**src/rtl/alu_share_arbiter.sv**
```systemverilog
// rtl/alu_share_arbiter.sv - round-robin sharing of one combinational ALU between two valid/ready requesters
module alu_share_arbiter #(
    parameter int WIDTH     = 32,
    parameter bit INIT_PRIO = 1'b0
) (
    input  logic             clk,
    input  logic             reset,
    input  logic             req0_valid,
    output logic             req0_ready,
    input  logic [WIDTH-1:0] req0_a,
    input  logic [WIDTH-1:0] req0_b,
    input  logic [3:0]       req0_op,
    output logic             resp0_valid,
    input  logic             resp0_ready,
    output logic [WIDTH-1:0] resp0_result,
    output logic             resp0_zero,
    input  logic             req1_valid,
    output logic             req1_ready,
    input  logic [WIDTH-1:0] req1_a,
    input  logic [WIDTH-1:0] req1_b,
    input  logic [3:0]       req1_op,
    output logic             resp1_valid,
    input  logic             resp1_ready,
    output logic [WIDTH-1:0] resp1_result,
    output logic             resp1_zero,
    output logic [WIDTH-1:0] alu_a,
    output logic [WIDTH-1:0] alu_b,
    output logic [3:0]       alu_control,
    input  logic [WIDTH-1:0] alu_result,
    input  logic             alu_zero
);

    typedef enum logic [1:0] {IDLE, EXEC, RESP} state_t;

    state_t           state_q, state_d;
    logic             prio_q, prio_d;
    logic             gnt_q, gnt_d;
    logic [WIDTH-1:0] a_q, a_d, b_q, b_d;
    logic [3:0]       op_q, op_d;
    logic             v0_q, v0_d, v1_q, v1_d;
    logic [WIDTH-1:0] res0_q, res0_d, res1_q, res1_d;
    logic             z0_q, z0_d, z1_q, z1_d;
    logic             sel;
    logic             any_req;

    // Contention is settled by the pointer; a lone requester always wins.
    assign any_req = req0_valid | req1_valid;
    assign sel     = (req0_valid && req1_valid) ? prio_q : req1_valid;

    always_comb begin
        state_d    = state_q;
        prio_d     = prio_q;
        gnt_d      = gnt_q;
        a_d        = a_q;
        b_d        = b_q;
        op_d       = op_q;
        v0_d       = v0_q;
        v1_d       = v1_q;
        res0_d     = res0_q;
        res1_d     = res1_q;
        z0_d       = z0_q;
        z1_d       = z1_q;
        req0_ready = 1'b0;
        req1_ready = 1'b0;
        case (state_q)
            IDLE: begin
                if (any_req) begin
                    req0_ready = ~sel;
                    req1_ready = sel;
                    gnt_d      = sel;
                    prio_d     = ~sel;
                    a_d        = sel ? req1_a  : req0_a;
                    b_d        = sel ? req1_b  : req0_b;
                    op_d       = sel ? req1_op : req0_op;
                    state_d    = EXEC;
                end
            end
            EXEC: begin
                if (gnt_q) begin
                    res1_d = alu_result;
                    z1_d   = alu_zero;
                    v1_d   = 1'b1;
                end else begin
                    res0_d = alu_result;
                    z0_d   = alu_zero;
                    v0_d   = 1'b1;
                end
                state_d = RESP;
            end
            RESP: begin
                if (gnt_q ? resp1_ready : resp0_ready) begin
                    v0_d    = 1'b0;
                    v1_d    = 1'b0;
                    state_d = IDLE;
                end
            end
            default: state_d = IDLE;
        endcase
    end

    always_ff @(posedge clk) begin
        if (reset) begin
            state_q <= IDLE;
            prio_q  <= INIT_PRIO;
            gnt_q   <= 1'b0;
            a_q     <= '0;
            b_q     <= '0;
            op_q    <= '0;
            v0_q    <= 1'b0;
            v1_q    <= 1'b0;
            res0_q  <= '0;
            res1_q  <= '0;
            z0_q    <= 1'b0;
            z1_q    <= 1'b0;
        end else begin
            state_q <= state_d;
            prio_q  <= prio_d;
            gnt_q   <= gnt_d;
            a_q     <= a_d;
            b_q     <= b_d;
            op_q    <= op_d;
            v0_q    <= v0_d;
            v1_q    <= v1_d;
            res0_q  <= res0_d;
            res1_q  <= res1_d;
            z0_q    <= z0_d;
            z1_q    <= z1_d;
        end
    end

    assign alu_a        = a_q;
    assign alu_b        = b_q;
    assign alu_control  = op_q;
    assign resp0_valid  = v0_q;
    assign resp0_result = res0_q;
    assign resp0_zero   = z0_q;
    assign resp1_valid  = v1_q;
    assign resp1_result = res1_q;
    assign resp1_zero   = z1_q;

endmodule

```
**config.mk**
```make
export PLATFORM = sky130hd
export DESIGN_NAME = alu_share_arbiter
export DESIGN_NICKNAME = d
export VERILOG_FILES = /design/src/rtl/alu_share_arbiter.sv
export SDC_FILE = /design/constraint.sdc
export NUM_CORES = 1
export LEC_CHECK = 0
export ABC_AREA = 1
export CORE_ASPECT_RATIO = 1.25
export CORE_MARGIN = 8
export CORE_UTILIZATION = 37
export DETAILED_ROUTE_END_ITERATION = 8
export MAX_ROUTING_LAYER = met4
export PLACE_DENSITY = 0.78
export SLEW_MARGIN = 20
export SYNTH_ARGS = -nofsm -noshare
export SYNTH_HDL_FRONTEND = slang
export SYNTH_SLANG_ARGS = --single-unit
```
**constraint.sdc**
```tcl
create_clock -name clk -period 1 [get_ports clk]
set_input_delay 0.15 -clock clk [delete_from_list [all_inputs] [get_ports clk]]
set_output_delay 0.15 -clock clk [all_outputs]
set_load 0.03 [all_outputs]
```
==> results.cfg <==
[yosys]
synth_top_cell_by_area = dfxtp_1
async_flop_share = 0
syn_inst = 853
synth_edf_count = 0
yosys_warnings = 0
synth_cell_types = 18
syn_area_mm2 = 0.00622
ys_seq_area_frac = 0.450
synth_fp_nets = 1028
synth_top_area_frac = 0.450
synthTopCellsByArea = dfxtp_1 45%, o21ai_0 9.0%, nor2_1 8.6%
synth_ff_type = dfxtp_1
ys_ff_latch = 140
avgSynthCellArea_um2 = 7.30

[timing]
fin_crit_ns = 1.52
report.final.slew_viol_count = 0
worst_pin_slew_ns = 0.379
hold_viol_final = 0
fmax_ghz = 0.659
max_slew_margin = 0.745
rsz0062_at_grt = true
finalHoldWorstSlack_ns = 0.319
clock_skew_ns = 0.00871
worst_slack_ns = -0.517
finalCritPeriodShare = 1.52
setup_violations = 277
tns_ns = -55.72

[detailed_routing]
via_count = 7448
drt_wl_total_um = 29300
route.detailed.drc = 0
drt-initial-drc-count = 449
firstDrtPassIters = 4
wl_per_cell_um = 20.1
vias_per_cell = 5.10
ant_nets = 0

[cts]
holdBufCountCts = 0
cts_tree = yes
root_buffer = clkbuf_16
cts_buffer_depth = 2
cts_buffers = 17
clk_latency_ns = 0.41
h-tree-depth = 4
cts.clk_slew.worst_paths_ns = 0.06
clock-sinks = 140

[place]
gp_congestion = 0.841
hpwl_um = 15900
dp_cells = 1360
portBuffers = 312

[global_route]
grt_util_all_layers = 0.221
grt_pass1_vias = 6996
antenna_found_initial = 0
overflow = 0
grt_pass1_wl_um = 36700
grt_start_max_net_pins = 49

[run_status]
status = finished with violations
violations = negative setup slack

[pwr]
ir_drop_v = 0.00101
leakage_nw = 5.14
p_per_area_mw_per_mm2 = 1630

[floorplan]
start_util = 0.374
die_w_um = 132
io-pin-count = 313
core.rowCount = 53
dieArea_mm2 = 0.0213
core_area_mm2 = 0.0166
dieHeight_um = 161

[critical_path]
crit_fanout = 17
path_class = flip-flop to flip-flop
startpoint_type = flip-flop
required_ns = 1.28
arrival_ns = 1.80
worst_setup_path_end_kind = flip-flop

[final_layout]
nFillCells = 1145
drive_above_1_share = 0.448
num_antenna_cells = 0
area_delta_synth_final_pct = 98.5
nets = 1402
post-route-util = 0.742
layout.cells.non_filler = 1459

[job]
maxCapViolations = 0

[min_path]
hold_class = input port to flip-flop
==> synthesized netlist by cell type (10+ instances only) <==
master    instances
a21boi_0         62
a21oi_1          70
buf_2            27
buf_6            10
clkbuf_1         29
dfxtp_1         140
inv_1            69
nand2_1          79
nand3_1          71
nor2_1          142
o21ai_0         112
o21ai_1          24
==> cells by family after synthesis <==
logic type / synth area share
buffers and inverters: 0.109
AO/OA/AOI/OAI: 0.248
AND/OR/NAND/NOR: 0.193
flip-flops: 0.450
==> state kept, by name (all words and copies together) (netlist names) <==
signal,count
alu_a,32
alu_b,32
alu_control,4
gnt_q,1
prio_q,1
resp0_result,32
resp0_valid,1
resp0_zero,1
resp1_result,32
resp1_valid,1
resp1_zero,1
state_q,2
==> power by group <==
| group | internal (mW) | switching [mW] | total, mW | leakage [nW] |
|---|---|---|---|---|
| logic | 3.45 | 3.64 | 7.09 | 3.66 |
| clock network | 3.68 | 2.61 | 6.30 | 0.274 |
| registers | 6.30 | 0.473 | 6.77 | 1.20 |
| total | 13.4 | 6.72 | 20.2 | 5.14 |
==> final cells by class <==
class	count	area (um^2)	share of cell area
sequential	140	2980	0.241
clock buffer	18	429	0.0347
inverter	72	273	0.0221
timing repair buffer	427	4820	0.390
tap	220	275	0.0223
clock inverter	13	144	0.0116
multi-input combinational	569	3430	0.278
==> cell usage in the layout, fill, tap and decap left out <==
| master | n |
|---|---|
| bufbuf_16 | 2 |
| buf_16 | 8 |
| inv_2 | 4 |
| bufinv_16 | 2 |
| buf_12 | 18 |
| buf_4 | 64 |
| a21oi_2 | 37 |
| o21ai_0 | 16 |
| o21ai_4 | 20 |
| nand2_8 | 1 |
| nand2_4 | 3 |
| inv_4 | 1 |
| o21ai_2 | 54 |
| o21ai_1 | 46 |
| a21oi_1 | 32 |
| nand3_1 | 68 |
| nor2_2 | 2 |
| nand2_2 | 2 |
| dfxtp_4 | 1 |
| a21boi_1 | 6 |
| clkbuf_1 | 1 |
| nand3_2 | 1 |
| clkdlybuf4s50_1 | 173 |
| a21oi_4 | 1 |
| clkinv_2 | 3 |
| buf_6 | 149 |
| clkbuf_16 | 26 |
| nand2_1 | 74 |
| dfxtp_1 | 1 |
| nor2_1 | 138 |
| clkinvlp_4 | 3 |
| inv_8 | 1 |
| inv_6 | 1 |
| nand3_4 | 3 |
| clkinv_4 | 3 |
| inv_1 | 67 |
| dfxtp_2 | 138 |
| a21boi_0 | 62 |
| buf_8 | 4 |
| nor2_4 | 3 |
==> critical path, cell delays in order, from the launching register on <==
cell and delay [ns]:
dfxtp_2 0.33, inv_2 0.07, buf_4 0.10, buf_6 0.12
nand3_4 0.12, buf_6 0.14, buf_12 0.14, o21ai_0 0.27
a21oi_1 0.09
==> per-layer routing <==
| layer | GRT usage | vias to the layer above | part of all wire |
|---|---|---|---|
| li1 | - | 3556 | - |
| met1 | 0.236 | 3434 | 0.37 |
| met2 | 0.374 | 368 | 0.51 |
| met3 | 0.0736 | 90 | 0.078 |
| met4 | 0.0806 | 0 | 0.048 |
| met5 | - | - | 0 |
==> stage by stage <==
step | area (um^2) | total power [mW] | setup slack, ns
floorplan | 6270 | 9.48 | -0.110
global placement | 9450 | 11.7 | -0.671
detailed placement | 9450 | 11.8 | -0.698
CTS | 10600 | 18.7 | -0.502
global route | 12400 | 21.0 | -0.529
finish | 12400 | 20.2 | -0.517
==> worst paths after layout <==
path	endpoint	slack [ns]	depth (start not counted)	start
worst max-delay path	resp0_result[23]	-0.52	8	state_q[1]
worst min-delay path	gnt_q	0.32	7	req1_valid
worst max register to register	resp0_result[23]	-0.52	8	state_q[1]
worst min register to register	resp1_result[30]	0.45	2	resp1_result[30]
==> what timing repair did <==
action,in CTS,in global routing
gates resized for setup,121,426
gates cloned,10,13
endpoints found under the setup margin,277,278
buffers inserted,16,33
pin swaps,8,15
hold endpoints to repair,0,0
Power figures use the tool's default switching activity.
